==> config.mk <==
export PLATFORM = sky130hd
export DESIGN_NAME = intr_arbiter
export DESIGN_NICKNAME = d
export VERILOG_FILES = /design/src/rtl/intr_arbiter.sv
export SDC_FILE = /design/constraint.sdc
export NUM_CORES = 1
export LEC_CHECK = 0
export ABC_AREA = 0
export CORE_MARGIN = 4
export CORE_UTILIZATION = 40
export DETAILED_ROUTE_END_ITERATION = 12
export MAX_ROUTING_LAYER = met4
export PLACE_DENSITY = 0.87
export SYNTH_ARGS = -nofsm -noshare
export SYNTH_HDL_FRONTEND = slang
export SYNTH_SLANG_ARGS = --single-unit
==> constraint.sdc <==
create_clock -name clk -period 3.3 [get_ports clk]
set_clock_uncertainty 0.2 [all_clocks]
set_input_delay 0.66 -clock clk [delete_from_list [all_inputs] [get_ports clk]]
set_output_delay 0.66 -clock clk [all_outputs]
set_load 0.005 [all_outputs]
==> src/rtl/intr_arbiter.sv <==
// Interrupt arbiter: latches source events as pending, masks them, picks the lowest
// eligible index and offers it to the trap handler via req/ack, blocking until rfi.
module intr_arbiter #(
  parameter int NUM_SRC = 3,
  parameter int VEC_W   = 2
) (
  input  logic               clk,
  input  logic               rst,
  input  logic [NUM_SRC-1:0] intr_in,
  input  logic               hazard,
  input  logic               mask_we,
  input  logic [NUM_SRC-1:0] mask_data,
  input  logic [NUM_SRC-1:0] lost_clr,
  input  logic               intr_ack,
  input  logic               rfi,
  output logic               intr_req,
  output logic [VEC_W-1:0]   intr_vec,
  output logic               in_service,
  output logic [NUM_SRC-1:0] intr_pend,
  output logic [NUM_SRC-1:0] intr_mask,
  output logic [NUM_SRC-1:0] intr_lost
);

  typedef enum logic [1:0] {
    IDLE,
    REQ,
    SVC
  } state_t;

  state_t               state, state_nxt;
  logic                 req_nxt, svc_nxt;
  logic [VEC_W-1:0]     vec_nxt;
  logic [VEC_W-1:0]     winner;
  logic                 any_elig;
  logic                 ack_take;
  logic [NUM_SRC-1:0]   eligible, pend_clr, pend_nxt, lost_nxt;

  assign eligible = intr_pend & ~intr_mask;
  assign any_elig = |eligible;
  assign ack_take = (state == REQ) && intr_ack;

  // Scan from the top down so the lowest eligible index is the one left in winner.
  always_comb begin
    winner = '0;
    for (int i = NUM_SRC - 1; i >= 0; i--) begin
      if (eligible[i]) winner = VEC_W'(i);
    end
  end

  always_comb begin
    pend_clr = '0;
    for (int i = 0; i < NUM_SRC; i++) begin
      pend_clr[i] = ack_take && (intr_vec == VEC_W'(i));
    end
  end

  // A new event always wins over a clear landing on the same bit.
  assign pend_nxt = (intr_pend & ~pend_clr) | intr_in;
  assign lost_nxt = (intr_lost & ~lost_clr) | (intr_in & intr_pend & ~pend_clr);

  // NOTE: every output of this block is given a default first so no path leaves a
  // variable unassigned, which would otherwise infer a latch.
  always_comb begin
    state_nxt = state;
    req_nxt   = intr_req;
    vec_nxt   = intr_vec;
    svc_nxt   = in_service;
    unique case (state)
      IDLE: begin
        if (any_elig && !hazard) begin
          vec_nxt   = winner;
          req_nxt   = 1'b1;
          state_nxt = REQ;
        end
      end
      REQ: begin
        if (intr_ack) begin
          req_nxt   = 1'b0;
          svc_nxt   = 1'b1;
          state_nxt = SVC;
        end
      end
      SVC: begin
        if (rfi) begin
          svc_nxt = 1'b0;
          // Issue straight from rfi so a waiting source is requested one cycle later.
          if (any_elig && !hazard) begin
            vec_nxt   = winner;
            req_nxt   = 1'b1;
            state_nxt = REQ;
          end else begin
            state_nxt = IDLE;
          end
        end
      end
      default: state_nxt = IDLE;
    endcase
  end

  // NOTE: sequential state uses non-blocking assignments so all registers update
  // together from the values sampled at the same edge.
  always_ff @(posedge clk) begin
    if (rst) begin
      state      <= IDLE;
      intr_req   <= 1'b0;
      intr_vec   <= '0;
      in_service <= 1'b0;
      intr_pend  <= '0;
      intr_mask  <= '0;
      intr_lost  <= '0;
    end else begin
      state      <= state_nxt;
      intr_req   <= req_nxt;
      intr_vec   <= vec_nxt;
      in_service <= svc_nxt;
      intr_pend  <= pend_nxt;
      intr_lost  <= lost_nxt;
      if (mask_we) intr_mask <= mask_data;
    end
  end

endmodule

Word-level counts from Yosys, hierarchy flattened:

Cells that the tools add are included.

* register bits after elaboration: 15
* bits of input ports: 15
* output and inout bits: 13
* word-level logic and storage cells: 58

* reductions and logical operators: 16
* multiplexer cells: 18
* eq/ne operators: 7
* bitwise gates (word level): 10

Operator list (number)
* 2-bit 2-to-1 mux: 8
* 3-bit AND: 5
* 3-bit inverter: 3
* 3-bit AND reduction: 3
* 1-bit 2-to-1 mux: 6
* 2-bit inequality test (second input constant): 3
* 3-bit OR: 2
* 2-bit case mux with 3 select lines: 1
* 1-bit logical AND: 5
* 2-bit by 1-bit == test with 1-bit output (second input constant): 2
* 2-bit == test (second input constant): 2
* 2-bit logical NOT: 2
* 2-bit case mux with 2 select lines: 1
* 2-bit nonzero test: 2
* 1-bit case mux with 3 select lines: 1
* 3-bit nonzero test: 1
* 3-bit OR reduction: 1
* 1-bit case mux with 2 select lines: 1
* 2-bit AND reduction: 1
* 1-bit logical NOT: 1

Logic depth before layout (Yosys ltp):

Gate-level depths: netlist of run 1.

* depth after elaboration: 8
* gate-level depth with buffers: 3
* mapped depth without buffers: 3

Least setup slack after synthesis of run 1:

No wires, ideal clock.

* path kind: input-to-reg
* from: input port rst
* to: register intr_lost[1]
* path buffers: 1
* path slack: 1.802 ns
* stages: 3
* data required time: 2.999 ns
* arrival: 1.197 ns
* library setup time: 0.101 ns
* cells stage by stage: clkbuf_1 or3b_1 o41ai_1

RTL lines
* start, declared: RTL line 8 `input logic rst,`
* end signal, assigned: RTL line 117 `intr_lost <= lost_nxt;`
* end, declared: RTL line 21 `output logic [NUM_SRC-1:0] intr_lost`

Worst setup path after layout of run 1:

* from: register intr_vec[1]
* to: output port intr_vec[1]

RTL lines
* start, declared: RTL line 17 `output logic [VEC_W-1:0] intr_vec,`
* start signal, assigned: RTL line 114 `intr_vec <= vec_nxt;`

No word-level cell between the ends.

==> impl_metrics.json, run 1 <==
{
  "drc": 0,
  "setup_viol": 0,
  "synth_top_area_share_pct": 45.9,
  "utilization_pct": 63.1,
  "syn_area_sq_um": 654,
  "core_area_sq_um": 1520,
  "setup_slack_ns": 1.16,
  "cp.required_ns": 2.44,
  "drt-vias-per-instance": 5.31,
  "drv_cap": 0,
  "min_period_ns": 2.14,
  "slew_violations": 0,
  "cts-htree-levels": 1,
  "fin_setup_tns_ns": 0,
  "grt_use_total_pct": 14.4,
  "dieArea_sq_um": 2350,
  "drive_gt1_share_pct": 6.06,
  "cp_cell_sequence": "clkdlybuf4s50_1",
  "relSlewSlack_pct": 62.6,
  "clkSinkCount": 15,
  "cts_tree": "yes",
  "path_clk_slew_ns": 0.08,
  "grt_pass1_wl_um": 2610,
  "port_buffers": 27,
  "ctsLongestPathBuffers": 2,
  "grt_max_degree": 19,
  "antenna_found_initial": 0,
  "synth.most_common_cell": "dfxtp_1",
  "seq_area_sq_um": 300,
  "crit_path_top_delay_cell": "clkdlybuf4s50_1",
  "yosys_warnings": 0,
  "drt_iter0_markers": 5,
  "initial_core_util_pct": 42.9,
  "num_vias": 611,
  "crit_buf_inv": 1,
  "drtAntennaViolNets": 0,
  "io_pins": 28,
  "p_leak_nw": 0.363,
  "worst_slew_pin_slew_ns": 0.559,
  "synth-seq-cells": 15,
  "num-nets-final": 115,
  "post_cts_resized": 0,
  "power.density_nw_per_um2": 406,
  "hold_class": "flop to flop",
  "post_cts_buffers": 0,
  "drt-pass1-iter-count": 4,
  "holdWs_ns": 0.268,
  "reg2reg_slack_ns": 1.94,
  "placed_cell_area_sq_um": 936,
  "synth_area_leaders": "dfxtp_1 (46%), nand2b_1 (7.6%), a21oi_1 (4.6%)",
  "synth_commonest_cells": "dfxtp_1 (15), nand2b_1 (8), a21oi_1 (6), inv_1 (5), nor2_1 (5)",
  "arrival_ns": 1.28,
  "period_share_pct": 64.7,
  "hold_buffers": 0,
  "synthCells": 70,
  "reg2regPathDepth": 3,
  "die_w_um": 48.4,
  "wl_per_cell_um": 13.4,
  "startpoint": "intr_vec[1]",
  "reg2reg_from": "state[0]",
  "clk_latency_ns": 0.29,
  "syn_nets": 85,
  "avgSynthCellArea_sq_um": 9.35,
  "routed_wl_um": 1540,
  "instances_no_fill": 115,
  "rows": 14,
  "multi_input_area_sq_um": 327,
  "stdcell_area_sq_um": 962,
  "synth_edf_count": 0,
  "path_class": "flop to output pin",
  "cts-buffers-inserted": 3,
  "grt_setup_unrepaired": "no",
  "reg2reg_to": "intr_pend[1]",
  "gp_congestion": 0.758,
  "die_h_um": 48.4,
  "synth.largest_area_cell": "dfxtp_1",
  "finalPower_mw": 0.391,
  "path_depth": 1,
  "fmaxAchievable_mhz": 468,
  "critPathLaunchType": "flop",
  "yosysSeqAreaShare_pct": 45.9,
  "crit_fanout": 6,
  "dp_hpwl_um": 1200,
  "synth_cell_types": 29,
  "cp-endpoint": "intr_vec[1]",
  "max_stage_delay_ns": 0.55,
  "area_growth_pct": 47.0,
  "root_buffer": "clkbuf_4",
  "fillers": 142,
  "hold_viol_final": 0,
  "dp_cells": 111,
  "critPathCaptureType": "output pin",
  "overflow": 0,
  "ir_drop_uv": 262,
  "n_antenna_cell": 0,
  "synthFlopType": "dfxtp_1",
  "hold_depth": 2,
  "crit_family": "buffers and inverters",
  "preCtsSetupSlack_ns": 1.07,
  "status": "complete, no violations",
  "first_global_vias": 625,
  "synth-async-reset-ratio_pct": 0
}
[power by group]
group	internal, mW	total [mW]	switching (mW)
Clock	0.0470	0.105	0.0576
Combinational	0.0511	0.0795	0.0283
Sequential	0.194	0.207	0.0127
Total	0.292	0.391	0.0987
[placed cells by master (no fill, tap or decap)]
master           instances
nor2_1                   5
mux2i_1                  3
nand4_1                  1
clkbuf_4                 3
nor3b_1                  1
o21ai_1                  1
a211oi_1                 1
o211a_1                  1
nor2b_1                  3
dfxtp_1                 15
nand2_1                  1
o31ai_1                  1
nand2b_1                 8
o211ai_1                 1
o21ai_0                  1
o22ai_1                  2
o21ba_2                  1
or3b_1                   2
a21oi_1                  6
a2bb2oi_1                1
nor4b_2                  1
nand3b_1                 1
nor2_2                   1
o311ai_1                 2
a31oi_1                  1
clkdlybuf4s50_1         27
clkbuf_1                 1
a311oi_1                 1
o41ai_1                  1
inv_1                    5
[cells by family (layout without fill, tap and decap cells)]
| family | count (synthesis) | count (layout) | share of synthesized area (%) |
|---|---|---|---|
| flops | 15 | 15 | 45.9 |
| mux | 3 | 3 | 4.59 |
| simple gates | 24 | 24 | 23.1 |
| buf+inv | 7 | 36 | 4.21 |
| compound gates | 21 | 21 | 22.2 |
[worst min path at each step]
| stage | startpoint | slack, ns | endpoint |
|---|---|---|---|
| 2_1_floorplan | intr_req | 0.25 | intr_req |
| 3_3_place_gp | intr_req | 0.26 | intr_req |
| 3_5_place_dp | intr_req | 0.26 | intr_req |
| 4_1_cts | intr_lost[2] | 0.27 | intr_lost[2] |
| 5_1_grt | intr_lost[2] | 0.29 | intr_lost[2] |
| 6_report | intr_lost[2] | 0.27 | intr_lost[2] |
[metal layers]
layer	up-vias	GRT usage, %	part of all wire, %	wire length (um)
met5	-	-	0	0
met4	0	7.37	1.6	25
met3	3	5.21	7.0	107
met2	21	23.0	49	752
met1	274	15.4	43	654
li1	313	-	-	-
[final cells by class]
type                            instances  area share (%)
Sequential cell                        15            31.2
Clock buffer                            4            2.73
Timing Repair Buffer                   27            28.1
Tap cell                               16            2.08
Multi-Input combinational cell         48            33.9
Inverter                                5            1.95
[sequential cells by signal (all words and copies together), names as in the netlist]
name	cells
intr_pend	3
intr_mask	3
state	2
intr_vec	2
intr_lost	3
intr_req	1
in_service	1
(Power assumes the default switching activity.)
==> run 2: changes to the inputs <==
--- a/config.mk
+++ b/config.mk
@@ -7,10 +7,10 @@
 export LEC_CHECK = 0
 export ABC_AREA = 0
 export CORE_MARGIN = 4
-export CORE_UTILIZATION = 40
+export CORE_UTILIZATION = 36
 export DETAILED_ROUTE_END_ITERATION = 12
 export MAX_ROUTING_LAYER = met4
-export PLACE_DENSITY = 0.87
+export PLACE_DENSITY = 0.84
 export SYNTH_ARGS = -nofsm -noshare
 export SYNTH_HDL_FRONTEND = slang
 export SYNTH_SLANG_ARGS = --single-unit
==> constraint.sdc (replaced) <==
create_clock -name clk -period 1.9 [get_ports clk]
set_clock_uncertainty 0.2 [all_clocks]
set_input_delay 0.38 -clock clk [delete_from_list [all_inputs] [get_ports clk]]
set_output_delay 0.38 -clock clk [all_outputs]
set_load 0.005 [all_outputs]
==> run 2 against run 1 <==
Worst setup slack lost 1.0 ns. Power is 74% higher. Global-route usage is 1.1 points lower. Hold slack gained 0.00051 ns. Core utilization decreased by 6.3 points. Clock power grew 74%. Critical endpoint is now intr_pend[0].
==> impl_metrics.json, run 2 (synthesis gave the netlist of run 1 again) <==
{
  "status": "complete, no violations",
  "final_cell_mix": "clkdlybuf4s50_1 (27), dfxtp_1 (14), nand2b_1 (8)",
  "reg2regPathDepth": 3,
  "grt_use_total_pct": 13.3,
  "layout_commonest_cell": "clkdlybuf4s50_1",
  "min_period_ns": 1.78,
  "holdWs_ns": 0.269,
  "relSlewSlack_pct": 77.8,
  "power.density_nw_per_um2": 692,
  "drc": 0,
  "critPathLaunchType": "flop",
  "ctsLongestPathBuffers": 2,
  "grt_setup_unrepaired": "no",
  "post_cts_buffers": 0,
  "overflow": 0,
  "cp_cell_sequence": "clkdlybuf4s50_1",
  "hold_buffers": 0,
  "crit_fanout": 5,
  "power_frac_comb_pct": 20.3,
  "path_class": "flop to output pin",
  "drtAntennaViolNets": 0,
  "drive_gt1_share_pct": 8.00,
  "max_stage_delay_ns": 0.53,
  "area_growth_pct": 50.1,
  "num_vias": 611,
  "cp.required_ns": 1.32,
  "path_clk_slew_ns": 0.09,
  "pwr-share-clk_pct": 26.9,
  "cts-htree-levels": 1,
  "slew_violations": 0,
  "crit_family": "buffers and inverters",
  "num-nets-final": 116,
  "path_depth": 1,
  "core_area_sq_um": 1730,
  "top_regs": "intr_lost (3), intr_mask (3), intr_pend (3)",
  "reg2reg_from": "state[0]",
  "dieArea_sq_um": 2560,
  "p_leak_nw": 0.368,
  "reg2reg_to": "intr_pend[1]",
  "dp_cells": 121,
  "arrival_ns": 1.20,
  "dp_hpwl_um": 1120,
  "worst_slew_pin_slew_ns": 0.327,
  "power.switching_mw": 0.170,
  "clkSinkCount": 15,
  "grt_pass1_wl_um": 2340,
  "gp_congestion": 0.762,
  "fin_setup_tns_ns": 0,
  "antenna_found_initial": 0,
  "die_h_um": 50.6,
  "port_buffers": 27,
  "cell_internal_pwr_mw": 0.509,
  "drt-vias-per-instance": 4.89,
  "fmaxAchievable_mhz": 561,
  "setup_viol": 0,
  "hold_viol_final": 0,
  "n_antenna_cell": 0,
  "crit_buf_inv": 1,
  "rows": 15,
  "drt-pass1-iter-count": 4,
  "initial_core_util_pct": 37.9,
  "cts-buffers-inserted": 3,
  "die_w_um": 50.6,
  "utilization_pct": 56.9,
  "startpoint": "intr_pend[0]",
  "seqPwrFrac_pct": 52.9,
  "swShare_pct": 25.1,
  "routed_wl_um": 1460,
  "instances_no_fill": 125,
  "clk_latency_ns": 0.28,
  "reg2reg_slack_ns": 0.55,
  "wl_per_cell_um": 11.7,
  "hold_class": "flop to flop",
  "cts_tree": "yes",
  "ir_drop_uv": 270,
  "crit_path_top_delay_cell": "clkdlybuf4s50_1",
  "drt_iter0_markers": 11,
  "period_share_pct": 93.9,
  "grt_max_degree": 18,
  "drv_cap": 0,
  "cp-endpoint": "intr_pend[0]",
  "first_global_vias": 529,
  "root_buffer": "clkbuf_4",
  "io_pins": 28,
  "critPathCaptureType": "output pin"
}
run 2: cell count changes in the layout (fill, tap and decap cells not counted), sizes merged:
cell  before  now
buf        0    1
run 2: cell type report:
cell class	count	area (sq um)
sequential	15	302
inverter	5	18.8
multi-input combinational	48	327
clock buffer	4	26.3
fill	162	744
tap	25	31.3
timing repair buffer	28	278
run 2: per-layer routing:
metal | track usage [%] | vias up | wire (um)
li1 | - | 312 | -
met4 | 12.1 | 0 | 49
met5 | - | - | 0
met1 | 14.4 | 273 | 682
met2 | 18.7 | 22 | 623
met3 | 4.75 | 4 | 103
run 2: stage by stage:
| step | setup WS (ns) | power (mW) | instance area, sq um |
|---|---|---|---|
| 2_1_floorplan | 0.682 | 0.422 | 654 |
| 3_3_place_gp | 0.127 | 0.503 | 955 |
| 3_5_place_dp | 0.0899 | 0.504 | 955 |
| 4_1_cts | 0.0305 | 0.692 | 981 |
| 5_1_grt | 0.0565 | 0.721 | 982 |
| 6_report | 0.116 | 0.679 | 982 |
run 2: worst register-to-register path, delay by kind of cell, from the launching register on:
kind	cells	cell delay [ns]
AND/OR/NAND/NOR	2	0.46
flip-flops	1	0.43
AO/OA/AOI/OAI	1	0.14
run 2: repair_timing:
item / 4_1_cts / 5_1_grt
endpoints found under the setup margin: 0 / 1
resized for setup: 0 / 1
endpoints found under the hold margin: 0 / 0
run 2: how the worst min path moves through the flow:
stage,start,cells past startpoint,to,slack [ns]
6_report,intr_req,2,intr_req,0.27
5_1_grt,intr_req,2,intr_req,0.30
4_1_cts,intr_req,2,intr_req,0.27
3_5_place_dp,intr_req,2,intr_req,0.25
3_3_place_gp,intr_req,2,intr_req,0.25
2_1_floorplan,intr_req,2,intr_req,0.25
run 2: power groups by stage:
stage                     clock, mW  combinational (mW)  sequential (mW)
after CTS                     0.194               0.139            0.359
after global routing          0.207               0.150            0.364
final                         0.183               0.138            0.359
after detailed placement          0               0.138            0.366
after global placement            0               0.138            0.365
after floorplan                   0              0.0577            0.364
